[config.mk]
export PLATFORM = sky130hd
export DESIGN_NAME = seq_mul_digit
export DESIGN_NICKNAME = d
export VERILOG_FILES = /design/src/rtl/seq_mul_digit.sv
export SDC_FILE = /design/constraint.sdc
export NUM_CORES = 1
export LEC_CHECK = 0
export ABC_AREA = 1
export BUFFER_PORTS_ARGS = -buffer_cell sky130_fd_sc_hd__buf_2
export CORE_MARGIN = 5
export CORE_UTILIZATION = 62
export CTS_CLUSTER_DIAMETER = 50
export DETAILED_ROUTE_END_ITERATION = 6
export HOLD_SLACK_MARGIN = 0.12
export MAX_ROUTING_LAYER = met4
export PLACE_DENSITY = 0.83
export SLEW_MARGIN = 10
export SYNTH_ARGS = -nofsm -noshare
export SYNTH_HDL_FRONTEND = slang
export SYNTH_SLANG_ARGS = --single-unit
[constraint.sdc]
create_clock -name i_clk -period 6.1 [get_ports i_clk]
set_input_delay 0.305 -clock i_clk [delete_from_list [all_inputs] [get_ports i_clk]]
set_output_delay 0.305 -clock i_clk [all_outputs]
set_load 0.03 [all_outputs]
[src/rtl/seq_mul_digit.sv]
// seq_mul_digit: digit-serial integer multiplier with valid/ready handshakes.
// Each cycle it retires DIGIT_BITS bits of the multiplier and produces a
// 2*WIDTH-bit product.
// Optional signed mode is compiled in when SEQ_MUL_SIGNED_EN is defined.
// Without that macro, i_signed is ignored and all operands are unsigned.
//
// state  | meaning
// S_IDLE | waiting for an operand pair, o_ready = 1
// S_BUSY | one multiplier digit retired per cycle, counter k selects the shift
// S_DONE | product held on o_product with o_valid = 1 until i_ready or i_kill
module seq_mul_digit #(
  parameter int WIDTH      = 24,
  parameter int DIGIT_BITS = 4
) (
  input  logic                 i_clk,
  input  logic                 i_rst,
  input  logic                 i_valid,
  output logic                 o_ready,
  input  logic [WIDTH-1:0]     i_a,
  input  logic [WIDTH-1:0]     i_b,
  input  logic                 i_signed,
  input  logic                 i_kill,
  output logic                 o_valid,
  input  logic                 i_ready,
  output logic [2*WIDTH-1:0]   o_product
);

  localparam int NDIG = (WIDTH + DIGIT_BITS - 1) / DIGIT_BITS;
  localparam int BW   = NDIG * DIGIT_BITS;        // zero-extended multiplier width
  localparam int PPW  = WIDTH + DIGIT_BITS;       // one partial product
  localparam int PW2  = WIDTH + BW;               // partial product after largest shift
  localparam int KW   = (NDIG > 1) ? $clog2(NDIG) : 1;

  typedef enum logic [1:0] {
    S_IDLE = 2'd0,
    S_BUSY = 2'd1,
    S_DONE = 2'd2
  } state_t;

  state_t state, state_nx;

  logic [WIDTH-1:0]   a_q;
  logic [BW-1:0]      b_q;
  logic [2*WIDTH-1:0] acc;
  logic [KW-1:0]      k;

  logic               accept;
  logic               last;
  logic [WIDTH-1:0]   a_abs;
  logic [WIDTH-1:0]   b_abs;
  logic [PPW-1:0]     pp;
  logic [PW2-1:0]     pp_sh;
  logic [2*WIDTH-1:0] acc_sum;
  logic [2*WIDTH-1:0] acc_final;

  assign accept = i_valid && !i_kill;
  assign last   = (k == KW'(NDIG - 1));

`ifdef SEQ_MUL_SIGNED_EN
  logic neg_q;
  logic neg_nx;

  // Magnitude of the most negative value still fits in WIDTH bits unsigned,
  // so the magnitude product is always exact.
  assign a_abs     = (i_signed && i_a[WIDTH-1]) ? -i_a : i_a;
  assign b_abs     = (i_signed && i_b[WIDTH-1]) ? -i_b : i_b;
  assign neg_nx    = i_signed && (i_a[WIDTH-1] ^ i_b[WIDTH-1]);
  assign acc_final = neg_q ? -acc_sum : acc_sum;

  // Sign flag captured with the operands, consumed on the final step.
  always_ff @(posedge i_clk or posedge i_rst) begin
    if (i_rst) begin
      neg_q <= 1'b0;
    end else if (state == S_IDLE && accept) begin
      neg_q <= neg_nx;
    end
  end
`else
  logic unused_signed;

  assign unused_signed = i_signed;
  assign a_abs         = i_a;
  assign b_abs         = i_b;
  assign acc_final     = acc_sum;
`endif

  // Current digit times the multiplicand, aligned by the digit index.
  assign pp      = PPW'(a_q) * PPW'(b_q[DIGIT_BITS-1:0]);
  assign pp_sh   = PW2'(pp) << (int'(k) * DIGIT_BITS);
  assign acc_sum = acc + pp_sh[2*WIDTH-1:0];

  // State register.
  always_ff @(posedge i_clk or posedge i_rst) begin
    if (i_rst) begin
      state <= S_IDLE;
    end else begin
      state <= state_nx;
    end
  end

  // Next-state decode; kill wins over everything, including a new operand.
  always_comb begin
    state_nx = state;
    case (state)
      S_IDLE: if (accept) state_nx = S_BUSY;
      S_BUSY: begin
        if (i_kill)    state_nx = S_IDLE;
        else if (last) state_nx = S_DONE;
      end
      S_DONE: begin
        if (i_kill || i_ready) state_nx = S_IDLE;
      end
      default: state_nx = S_IDLE;
    endcase
  end

  // Operand capture, digit stepping and accumulation; a kill discards the product.
  always_ff @(posedge i_clk or posedge i_rst) begin
    if (i_rst) begin
      a_q <= '0;
      b_q <= '0;
      acc <= '0;
      k   <= '0;
    end else begin
      case (state)
        S_IDLE: begin
          if (accept) begin
            a_q <= a_abs;
            b_q <= BW'(b_abs);
            acc <= '0;
            k   <= '0;
          end
        end
        S_BUSY: begin
          if (i_kill) begin
            acc <= '0;
          end else begin
            acc <= last ? acc_final : acc_sum;
            b_q <= b_q >> DIGIT_BITS;
            k   <= k + KW'(1);
          end
        end
        S_DONE: begin
          if (i_kill) acc <= '0;
        end
        default: ;
      endcase
    end
  end

  assign o_ready   = (state == S_IDLE);
  assign o_valid   = (state == S_DONE);
  assign o_product = acc;

endmodule

; After elaboration in Yosys (flattened, before gate mapping)
; Index checks and enable logic that the tools add are counted.
[word_totals]
inputBits = 54
out_inout_bits = 50
word_cells = 42
reg_bits = 101
[op_classes]
n_mul = 1
eq_ne = 8
reduce_logical = 10
n_addsub = 2
muxes = 15
shifts = 1
[op_table]
columns = cell, count
row1 = 2-to-1 mux 48 bit, 3
row2 = case mux 48 bit (3 select lines), 1
row3 = adder 48 bit, 1
row4 = 2-to-1 mux 24 bit, 2
row5 = case mux 24 bit (2 select lines), 1
row6 = << shifter 28 x 5 -> 48 bit, 1
row7 = multiplier 24 x 4 -> 28 bit, 1
row8 = AND reduction 3 bit, 3
row9 = 2-to-1 mux 2 bit, 4
row10 = 2-to-1 mux 3 bit, 2
row11 = case mux 2 bit (3 select lines), 1
row12 = case mux 3 bit (2 select lines), 1
row13 = "inequality test 2 x 1 -> 1 bit, second input constant", 2
row14 = "inequality test 2 bit, second input constant", 2
row15 = "adder 3 x 1 -> 3 bit, second input constant", 1
row16 = "equality test 3 bit, second input constant", 1
row17 = "inequality test 3 bit, second input constant", 1
row18 = nonzero test 3 bit, 1
row19 = "equality test 2 x 1 -> 1 bit, second input constant", 1
row20 = "equality test 2 bit, second input constant", 1
row21 = zero test 2 bit, 1
row22 = AND reduction 2 bit, 1
row23 = nonzero test 2 bit, 1
row24 = logical AND 1 bit, 1
row25 = other kinds (2), 2

; Logic depth before layout (Yosys ltp)
[depth]
depth_word = 5
mapped_depth = 38
ltp_nobuf = 36

; Least setup slack after synthesis
; Ideal clock, no wire load.
[synth_path]
path_type = register -> register
from = reg b_q[3]
to = reg acc[36] (netlist: o_product[36])
arrival_time_ns = 4.959
setup_time_ns = 0.120
setup_slack_ns = 1.020
period_less_slack_ns = 5.080
n_path_buf = 2
path_stages_with_launch = 34
required_time_ns = 5.980
path_cell_list = dfrtp_1 > clkbuf_1 > clkbuf_1 > nand2_1 > fa_1 > fa_1 > fa_1 > inv_1 > nand3_1 > nand2_1 > a21oi_2 > inv_1 > nand2_1 > nand2_1 > a21oi_1 > or2_1 > nand3_1 > nand3_1 > nand3_1 > o21ai_1 > ha_1 > nand2_1 > nor2_1 > nand2_1 > nor4_2 > nand2_1 > inv_1 > nor2_1 > o21bai_2 > nand2_1 > nand2_1 > a21oi_1 > o21ai_1 > nand2_1
[synth_via]
elab_chain_cells = 5
[synth_lines]
columns = item, line_no
row1 = from (decl), 43  ; logic [BW-1:0] b_q;
row2 = from (signal assigned), 129  ; b_q <= BW'(b_abs);
row3 = from (signal assigned), 139  ; b_q <= b_q >> DIGIT_BITS;
row4 = multiplier 24 x 4 -> 28 bit, 88  ; assign pp = PPW'(a_q) * PPW'(b_q[DIGIT_BITS-1:0]);
row5 = << shifter 28 x 5 -> 48 bit, 89  ; assign pp_sh = PW2'(pp) << (int'(k) * DIGIT_BITS);
row6 = adder 48 bit, 90  ; assign acc_sum = acc + pp_sh[2*WIDTH-1:0];
row7 = 2-to-1 mux 48 bit, 135  ; if (i_kill) begin
row8 = case mux 48 bit (3 select lines), 125  ; case (state)
row9 = to (signal assigned), 138  ; acc <= last ? acc_final : acc_sum;
row10 = to (decl), 44  ; logic [2*WIDTH-1:0] acc;
; Every way passes these cells.
; A chain may end at the register's enable or synchronous reset.

; Worst setup path after layout
; Same ends and word-level chain as after synthesis.

==> results.cfg <==
[worst_hold_path]
hold_path.class = input pin to flop

[clock_tree]
cts_root_buf = clkbuf_16
cts_num_sinks = 101
clkSlewWorstSetupHoldPaths_ps = 80
htreeDepth = 3
cts_tree = yes
clk_latency_ps = 370
clk_path_buf_depth = 2
cts_buffers = 9

[floorplanning]
core_um2 = 18580
io_pins = 104
rows = 50
dieArea_um2 = 21610
die_h_um = 147.0
die_x_um = 147.0
initial_core_util_pct = 62.63

[synth]
yosys.area_share.adder_pct = 17.20
yosysMostFrequentCell = nand2_1
synth-simple-area-share_pct = 32.11
synth_compound_area_share_pct = 15.00
ys_seq_area_share_pct = 21.72
synth_xor_area_share_pct = 1.430
syn_area_um2 = 11640
yosysWarnings = 0
syn_nets = 2053
synthMuxAreaShare_pct = 0.08601
synth_area_leaders = dfrtp_1, nand2_1, inv_1
synth_edf_count = 0
netlist_top_cells_count = nand2_1, inv_1, nor2_1
synth_area_per_cell_um2 = 6.237
synthArstFlopShare_pct = 100.0
synth_top_family_by_area = simple AND/OR/NAND/NOR gates
yosysTopAreaCell = dfrtp_1
syn_inst = 1866
synth_top_area_share_pct = 21.72
ys_types = 45
synth_seq_cells = 101
synth-main-ff-cell = dfrtp_1

[timing]
setup_tns_ps = 0
worstMarginPinSlew_ps = 1018
final_max_slew_viol_count = 0
rsz0062_at_grt = true
layout_setup_ws_ps = 297.4
fin_skew_ps = 18.01
period_share_pct = 95.12
period_needed_ps = 5803
timing_hold_violations_final = 0
setup_violations = 0
max_freq_ghz = 0.1723
slew_headroom_pct = 32.07

[grt]
grt_max_degree = 56
globalRouteTotalUtil_pct = 33.82
antenna_found_initial = 0
grt_pass1_wl_um = 58100
grt-ovfl-total = 0
first_global_vias = 11530

[setup_path]
worstSetupEndpoint = o_product[36]
slowest_stage = fa_1
worst_r2r_path_depth = 32
crit_start = b_q[3]
reg2reg_to = o_product[36]
cp-end-kind = flop
worstSetupStartpointType = flop
worst-path-max-fanout = 25
worstPathArrival_ps = 6070
cpPeakStageDelay_ps = 540
rrSetupSlack_ps = 300
cpMostUsedCell = nand2_1
critPathKind = flop to flop
cp.required_ps = 6360
regToRegStartpoint = b_q[3]

[route]
routed_wl_um = 35590
via_per_inst = 5.528
drt_first_pass_iters = 7
drt_iter0_markers = 1082
wl_per_cell_um = 16.04
drcViolationCount = 0
vias = 12260
ant_nets = 0

[finish]
layout-drive-gt1-share_pct = 11.19
nNetsFinal = 2166
diodes = 0
final_util_pct = 70.41
syn_to_final_growth_pct = 12.42

[placement]
dp_hpwl_um = 28170
gp_congestion = 1.027
portBuffers = 102
dp_slack_ps = 238.9

[run_status]
outcome = complete, no violations

[job]
cap_violations = 0
[per-layer routing]
metal	GRT usage, %	routed length (µm)
met1	47.98	16160
met2	52.43	16120
met3	3.856	2648
met4	7.875	655
met5	-	0
[stage by stage]
stage | instances | instance area (µm²) | hold slack (ps)
floorplan | 1866 | 11640 | 402.9
global route | 2218 | 13080 | 130.4
finish | 2218 | 13080 | 124.4
global placement | 2197 | 12610 | 408.7
detailed placement | 2197 | 12610 | 422.0
CTS | 2214 | 12910 | 122.6
[timing repair]
action	in CTS	in global routing
hold buffers	1	0
resized for setup	0	38
setup buffers	0	4
hold endpoints to repair	46	0
setup endpoints to repair	0	24
[flip-flops by register name, indices dropped and copies added (netlist names)]
name,cells
a_q,24
o_product,48
k,3
state,2
b_q,24
[area by class of cell]
cell class / count / area [µm²]
Clock buffer: 9 / 225.2
Clock inverter: 7 / 66.31
Fill cell: 1646 / 5498
Inverter: 320 / 1209
Multi-Input combinational cell: 1391 / 7806
Sequential cell: 101 / 2527
Tap cell: 234 / 292.8
Timing Repair Buffer: 156 / 955.9
[worst min-delay path by stage]
| stage | startpoint | end | slack [ps] | cells after the start |
|---|---|---|---|---|
| 3_5_place_dp | i_rst | o_product[34] | 420 | 2 |
| 2_1_floorplan | i_kill | o_product[16] | 400 | 1 |
| 4_1_cts | i_a[13] | a_q[13] | 120 | 3 |
| 6_report | i_a[14] | a_q[14] | 120 | 3 |
| 5_1_grt | i_a[13] | a_q[13] | 130 | 3 |
| 3_3_place_gp | i_rst | o_product[34] | 410 | 2 |
[cells in the final DEF (no fill, tap or decap), drive strengths merged]
cell type | netlist | routed
a32o | 7 | 7
mux2i | 1 | 1
xnor2 | 9 | 9
buf | 16 | 155
dlygate4sd3 | 0 | 1
ha | 88 | 88
clkinvlp | 0 | 1
nor4 | 4 | 4
a21oi | 98 | 98
nand4 | 8 | 8
clkinv | 1 | 3
a311oi | 1 | 1
o31ai | 4 | 4
clkbuf | 38 | 9
dfrtp | 101 | 101
o21ai | 143 | 143
a21o | 8 | 8
nor2 | 174 | 174
and3 | 1 | 1
and2 | 4 | 4
a22o | 2 | 2
nand2 | 598 | 598
nor3 | 15 | 15
fa | 45 | 45
nand3 | 114 | 114
inv | 319 | 323
o21a | 4 | 4
a211oi | 1 | 1
xor2 | 10 | 10
o21bai | 13 | 13
o211ai | 4 | 4
or2 | 8 | 8
a31oi | 27 | 27
[critical path: cells and delay by family (launching register included)]
kind            cells  cell delay (ps)
fa+ha+maj           4             1920
simple gates       15             1760
compound gates      7             1050
buf+inv             6              570
flops               1              400
[logic make-up (layout without fill, tap and decap cells)]
kind of cell | Yosys count | count (layout)
and+or+nand+nor | 926 | 926
buffers and inverters | 374 | 492
AOI/OAI and AO/OA | 312 | 312
adders and majority gates | 133 | 133
DFF | 101 | 101
xor gates and xnor gates | 19 | 19
muxes | 1 | 1
Power is not shown: default switching activity piles up to over one toggle a cycle in this logic, so the estimate is an artifact.
